===== config.mk =====
export PLATFORM = sky130hd
export DESIGN_NAME = amiq_i2c_ex_master_ctrl
export DESIGN_NICKNAME = d
export VERILOG_FILES = /design/src/rtl/amiq_i2c_ex_master_ctrl.sv
export SDC_FILE = /design/constraint.sdc
export NUM_CORES = 1
export LEC_CHECK = 0
export BUFFER_PORTS_ARGS = -buffer_cell sky130_fd_sc_hd__buf_4
export CAP_MARGIN = 5
export CELL_PAD_IN_SITES_DETAIL_PLACEMENT = 0
export CELL_PAD_IN_SITES_GLOBAL_PLACEMENT = 1
export CORE_ASPECT_RATIO = 0.7
export CORE_MARGIN = 1.5
export CORE_UTILIZATION = 30
export DETAILED_ROUTE_END_ITERATION = 16
export PLACE_DENSITY = 0.61
export SYNTH_ARGS = -nofsm -noshare
export SYNTH_HDL_FRONTEND = slang
export SYNTH_SLANG_ARGS = --single-unit

===== constraint.sdc =====
create_clock -name clock -period 3.99 [get_ports clock]
set_clock_uncertainty 0.2 [all_clocks]
set_input_delay 0.1995 -clock clock [delete_from_list [all_inputs] [get_ports clock]]
set_output_delay 0.1995 -clock clock [all_outputs]
set_load 0.02 [all_outputs]

===== src/rtl/amiq_i2c_ex_master_ctrl.sv =====
// Byte-level I2C master controller: one command per handshake (optional START, 8-bit
// write or read, ACK slot, optional STOP) driving open-drain SDA/SCL through pull-low enables.
module amiq_i2c_ex_master_ctrl #(
    parameter int unsigned CLK_DIV = 4
) (
    input  logic       clock,
    input  logic       reset_n,
    input  logic       cmd_valid,
    output logic       cmd_ready,
    input  logic       cmd_start,
    input  logic       cmd_stop,
    input  logic       cmd_read,
    input  logic [7:0] cmd_wdata,
    input  logic       cmd_nack,
    output logic       rsp_valid,
    output logic [7:0] rsp_rdata,
    output logic       rsp_ack,
    output logic       rsp_arb_lost,
    input  logic       sda_i,
    input  logic       scl_i,
    output logic       sda_o,
    output logic       sda_o_en,
    output logic       scl_o,
    output logic       scl_o_en
);
    typedef enum logic [2:0] {ST_IDLE, ST_START, ST_BIT, ST_STOP, ST_DONE} state_t;

    localparam logic [7:0] PHASE_LAST = 8'(CLK_DIV - 1);

    state_t     state_r, state_n;
    logic [7:0] phase_r, phase_n;
    logic [1:0] quarter_r, quarter_n;
    logic [3:0] slot_r, slot_n;
    logic       stop_r, read_r, nack_r, ack_r;
    logic [7:0] wdata_r, shift_r;
    logic       cmd_ready_r, rsp_valid_r, rsp_ack_r, rsp_arb_lost_r;
    logic [7:0] rsp_rdata_r;
    logic       sda_o_en_r, scl_o_en_r, sda_en_n, scl_en_n;
    logic       accept_s, stretch_s, arb_check_s, sample_s, ack_now_s, drive_bit_s;
    logic       cur_read_s, cur_nack_s;
    logic [7:0] cur_wdata_s;

    assign accept_s = cmd_valid && cmd_ready_r && (state_r == ST_IDLE);

    // The phase counter freezes while another device stretches SCL in the SCL-high quarters.
    assign stretch_s = !scl_i && (((state_r == ST_BIT) && quarter_r[1]) ||
                       (((state_r == ST_START) || (state_r == ST_STOP)) && (quarter_r == 2'd1)));

    assign arb_check_s = scl_i && !sda_i &&
                         (((state_r == ST_START) && (quarter_r == 2'd1)) ||
                          ((state_r == ST_BIT) && quarter_r[1] && !read_r && (slot_r != 4'd8) &&
                           wdata_r[~slot_r[2:0]]));

    assign sample_s  = (state_r == ST_BIT) && (quarter_r == 2'd3) && (phase_r == PHASE_LAST) &&
                       !stretch_s && !arb_check_s;
    assign ack_now_s = (sample_s && (slot_r == 4'd8)) ? ~sda_i : ack_r;

    // Fields are taken straight from the command port on the acceptance cycle.
    assign cur_read_s  = (state_r == ST_IDLE) ? cmd_read  : read_r;
    assign cur_nack_s  = (state_r == ST_IDLE) ? cmd_nack  : nack_r;
    assign cur_wdata_s = (state_r == ST_IDLE) ? cmd_wdata : wdata_r;

    // Next-state, quarter/phase sequencing and slot counting.
    always_comb begin
        state_n   = state_r;
        phase_n   = phase_r;
        quarter_n = quarter_r;
        slot_n    = slot_r;
        case (state_r)
            ST_IDLE: begin
                if (accept_s) begin
                    state_n   = cmd_start ? ST_START : ST_BIT;
                    phase_n   = 8'd0;
                    quarter_n = 2'd0;
                    slot_n    = 4'd0;
                end else begin
                    state_n = ST_IDLE;
                end
            end
            ST_START, ST_BIT, ST_STOP: begin
                if (arb_check_s) begin
                    state_n = ST_DONE;
                end else if (stretch_s) begin
                    phase_n = phase_r;
                end else if (phase_r != PHASE_LAST) begin
                    phase_n = phase_r + 8'd1;
                end else begin
                    phase_n   = 8'd0;
                    quarter_n = quarter_r + 2'd1;
                    if (quarter_r != 2'd3) begin
                        state_n = state_r;
                    end else if (state_r == ST_START) begin
                        state_n = ST_BIT;
                        slot_n  = 4'd0;
                    end else if (state_r == ST_STOP) begin
                        state_n = ST_DONE;
                    end else if (slot_r != 4'd8) begin
                        slot_n = slot_r + 4'd1;
                    end else begin
                        state_n = stop_r ? ST_STOP : ST_DONE;
                    end
                end
            end
            ST_DONE: state_n = ST_IDLE;
            default: state_n = ST_IDLE;
        endcase
    end

    // Line enables decoded from the upcoming step so they change with the step boundary.
    always_comb begin
        sda_en_n = sda_o_en_r;
        scl_en_n = scl_o_en_r;
        if (slot_n == 4'd8) begin
            drive_bit_s = cur_read_s ? ~cur_nack_s : 1'b0;
        end else begin
            drive_bit_s = cur_read_s ? 1'b0 : ~cur_wdata_s[~slot_n[2:0]];
        end
        case (state_n)
            ST_START: begin
                case (quarter_n)
                    2'd0:    begin sda_en_n = 1'b0; scl_en_n = scl_o_en_r; end
                    2'd1:    begin sda_en_n = 1'b0; scl_en_n = 1'b0;       end
                    2'd2:    begin sda_en_n = 1'b1; scl_en_n = 1'b0;       end
                    default: begin sda_en_n = 1'b1; scl_en_n = 1'b1;       end
                endcase
            end
            ST_BIT: begin
                sda_en_n = drive_bit_s;
                scl_en_n = ~quarter_n[1];
            end
            ST_STOP: begin
                case (quarter_n)
                    2'd0:    begin sda_en_n = 1'b1; scl_en_n = 1'b1; end
                    2'd1:    begin sda_en_n = 1'b1; scl_en_n = 1'b0; end
                    default: begin sda_en_n = 1'b0; scl_en_n = 1'b0; end
                endcase
            end
            ST_DONE: begin
                // Without STOP the bus stays owned (SCL low); after arbitration loss it is freed.
                sda_en_n = 1'b0;
                scl_en_n = (state_r == ST_BIT) && !arb_check_s;
            end
            default: begin
                sda_en_n = sda_o_en_r;
                scl_en_n = scl_o_en_r;
            end
        endcase
    end

    // State, command latch, receive shifter, response and bus-enable registers.
    always_ff @(posedge clock or negedge reset_n) begin
        if (!reset_n) begin
            state_r        <= ST_IDLE;
            phase_r        <= 8'd0;
            quarter_r      <= 2'd0;
            slot_r         <= 4'd0;
            stop_r         <= 1'b0;
            read_r         <= 1'b0;
            nack_r         <= 1'b0;
            wdata_r        <= 8'h00;
            shift_r        <= 8'h00;
            ack_r          <= 1'b0;
            cmd_ready_r    <= 1'b1;
            rsp_valid_r    <= 1'b0;
            rsp_rdata_r    <= 8'h00;
            rsp_ack_r      <= 1'b0;
            rsp_arb_lost_r <= 1'b0;
            sda_o_en_r     <= 1'b0;
            scl_o_en_r     <= 1'b0;
        end else begin
            state_r    <= state_n;
            phase_r    <= phase_n;
            quarter_r  <= quarter_n;
            slot_r     <= slot_n;
            sda_o_en_r <= sda_en_n;
            scl_o_en_r <= scl_en_n;
            if (accept_s) begin
                stop_r  <= cmd_stop;
                read_r  <= cmd_read;
                nack_r  <= cmd_nack;
                wdata_r <= cmd_wdata;
                shift_r <= 8'h00;
                ack_r   <= 1'b0;
            end else if (sample_s) begin
                if (slot_r == 4'd8) begin
                    ack_r <= ~sda_i;
                end else begin
                    shift_r <= {shift_r[6:0], sda_i};
                end
            end
            rsp_valid_r <= (state_n == ST_DONE);
            if (state_n == ST_DONE) begin
                rsp_rdata_r    <= (read_r && !arb_check_s) ? shift_r : 8'h00;
                rsp_ack_r      <= arb_check_s ? 1'b0 : (read_r ? ~nack_r : ack_now_s);
                rsp_arb_lost_r <= arb_check_s;
            end
            if (accept_s) begin
                cmd_ready_r <= 1'b0;
            end else if (state_r == ST_DONE) begin
                cmd_ready_r <= 1'b1;
            end
        end
    end

    assign cmd_ready    = cmd_ready_r;
    assign rsp_valid    = rsp_valid_r;
    assign rsp_rdata    = rsp_rdata_r;
    assign rsp_ack      = rsp_ack_r;
    assign rsp_arb_lost = rsp_arb_lost_r;
    assign sda_o        = 1'b0;
    assign scl_o        = 1'b0;
    assign sda_o_en     = sda_o_en_r;
    assign scl_o_en     = scl_o_en_r;

endmodule

==> out/qor.yml <==
synth_top_cell_by_area: "dfrtp_1"
die_h_um: 86.0
synth-seq-area-share_pct: 43.2
max_freq_mhz: 276
ys_top_cells_by_area: "dfrtp_1 42%, nand2_1 8.3%, mux2i_1 4.7%"
slew_headroom_pct: 55.5
grt_pass1_vias: 2299
cts_setup_buffers: 0
vias: 2532
wl_per_cell_um: 14.7
synth-async-reset-ratio_pct: 100
grt_max_degree: 52
antenna_found_initial: 0
synth_flop_cell: "dfrtp_1"
clk_latency_ps: 300
drtAntennaViolNets: 0
diodes: 0
start_util_pct: 30.6
gp_congestion: 0.823
finalNetCount: 403
ys_seq_elements: 51
synth_enable_flop_cells: 0
cts_num_sinks: 51
finalSetupTns_ps: 0
drv_cap: 0
grt_overflow_total: 0
leakagePower_nw: 1.71
peakVddDrop_uv: 135
cts_tree: "yes"
worstSetupEndpointType: "flop"
setup_violations: 0
worst_slew_pin_slew_ps: 668
drt_iter0_drc: 173
std_cell_rows: 30
routed_wl_mm: 7.48
slew_viol_final: 0
syn-cell-area_sq_mm: 0.00295
path_clk_slew_ps: 70
crit_required_ps: 3960
p_per_area_mw_per_mm2: 384
cts-root-buf: "clkbuf_16"
rrSetupSlack_ps: 370
core_sq_mm: 0.00965
area_delta_synth_final_pct: 24.2
status: "completed"
crit_fanout: 6
ios: 33
ys_types: 60
synth_common_cells: "65 x nand2_1, 50 x dfrtp_1, 24 x o21ai_0"
rsz0062_at_grt: "false"
worst_ep_arrival_time_ps: 3590
track_usage_pct: 15.5
holdCritPathClass: "in2reg"
yosys_warnings: 0
layout-drive-gt1-share_pct: 18.9
min_period_over_period_pct: 90.8
viasPerCell: 4.98
finalCriticalPeriod_ps: 3620
netlist.area_leader.share_pct: 42.4
clock_path_buffers: 2
die-area_sq_mm: 0.0105
finalHoldViolations: 0
port_buffers: 30
grt_pass1_wl_mm: 12.6
syn_avg_cell_area_sq_um: 9.01
syn_inst: 328
path_class: "reg2reg"
crit_path_start_kind: "flop"
firstDrtPassIters: 4
finalPower_mw: 1.41
die_x_um: 122
hpwlAfterDp_mm: 5.55
yosysMostFrequentCell: "nand2_1"
h-tree-depth: 2
cts_buffers: 5
drcViolationCount: 0
-- state kept, by name (all words and copies together), names as in the netlist, 2 cells and up --
| signal | cells |
|---|---|
| slot_r | 4 |
| phase_r | 8 |
| wdata_r | 8 |
| quarter_r | 2 |
| state_r | 3 |
| shift_r | 8 |
| rsp_rdata | 8 |
-- path summary, 6_finish.rpt --
kind,start,endpoint,cells past startpoint
max reg2reg,slot_r[1]$_DFF_PN0_,sda_o_en$_DFFE_PN0P_,13
max in group asynchronous,reset_n,phase_r[5]$_DFFE_PN0P_,2
min reg2reg,rsp_rdata[5]$_DFFE_PN0P_,rsp_rdata[5]$_DFFE_PN0P_,2
max,slot_r[1]$_DFF_PN0_,sda_o_en$_DFFE_PN0P_,13
min,cmd_valid,cmd_ready$_DFFE_PN1P_,3
min in group asynchronous,reset_n,rsp_rdata[0]$_DFFE_PN0P_,2
-- kinds of logic (layout without fill, tap and decap cells) --
| kind of cell | Yosys count | after routing | synth area share [%] |
|---|---|---|---|
| simple gates | 141 | 141 | 24.1 |
| compound gates | 72 | 72 | 17.2 |
| flops | 51 | 51 | 43.2 |
| buf+inv | 37 | 88 | 5.21 |
| mux | 19 | 19 | 7.12 |
| fa+ha+maj | 7 | 7 | 2.96 |
| other cells | 1 | 2 | 0.127 |
-- metrics by stage --
| stage | worst slack, ps | util [%] | hold slack, ps | area [sq um] | instances |
|---|---|---|---|---|---|
| finish | 367 | 38.0 | 14.4 | 3670 | 508 |
| global route | 106 | 38.0 | 9.24 | 3670 | 508 |
| CTS | 357 | 38.0 | 9.85 | 3670 | 508 |
| detailed placement | 373 | 35.0 | 84.9 | 3380 | 486 |
| global placement | 454 | 35.0 | 88.6 | 3380 | 486 |
| floorplan | 461 | - | -296 | 2960 | 329 |
-- routing by layer --
| metal | routed length (um) | up-vias | global-route usage [%] |
|---|---|---|---|
| met4 | 70 | 0 | 3.53 |
| met3 | 326 | 6 | 3.19 |
| li1 | - | 1254 | - |
| met5 | 0 | - | 0 |
| met1 | 4190 | 1218 | 25.3 |
| met2 | 2890 | 54 | 20.1 |
-- final cells by class --
cell class,instances,area (sq um)
Fill cell,990,5980
Sequential cell,51,1280
Timing Repair Buffer,58,470
Tap cell,128,160
Multi-Input combinational cell,241,1530
Clock buffer,5,125
Inverter,22,82.6
Clock inverter,3,26.3
-- timing repair --
item | CTS | global route
endpoints found under the hold margin | 63 | 0
gates resized for setup | 0 | 0
hold buffers | 14 | 0
-- worst max-delay path: stages (launching register included) --
cell and delay, ps:
dfrtp_1 480, mux4_2 520, or2_2 290, a31o_2 210, or4_1 530, and2_1 190
nand2_1 70, o21a_1 150, inv_1 70, ha_1 200, nor2_1 150, a21oi_1 90
a221oi_1 250, o31ai_1 110
-- power by group --
group,total (mW),switching (mW),internal [mW]
Clock,0.452,0.214,0.239
Combinational,0.350,0.185,0.165
Sequential,0.607,0.0493,0.557
-- layout by cell type, fill, tap and decap left out, types with 3 or more instances in the layout --
| cell | Yosys | final |
|---|---|---|
| nand2_1 | 65 | 65 |
| dfrtp_1 | 50 | 50 |
| buf_4 | 2 | 44 |
| o21ai_0 | 24 | 24 |
| inv_1 | 22 | 22 |
| nor2_1 | 21 | 21 |
| mux2i_1 | 14 | 14 |
| o31ai_1 | 14 | 14 |
| dlygate4sd3_1 | 0 | 14 |
| a21oi_1 | 9 | 9 |
| nand3_1 | 7 | 7 |
| ha_1 | 7 | 7 |
| nand2b_1 | 6 | 6 |
| nor3_1 | 5 | 5 |
| clkbuf_16 | 0 | 5 |
| nor2b_1 | 4 | 4 |
| and2_1 | 3 | 3 |
| nand3b_1 | 3 | 3 |
| and3_1 | 3 | 3 |
| a21o_1 | 3 | 3 |
| mux2_2 | 3 | 3 |
Power figures use the tool's default switching activity.
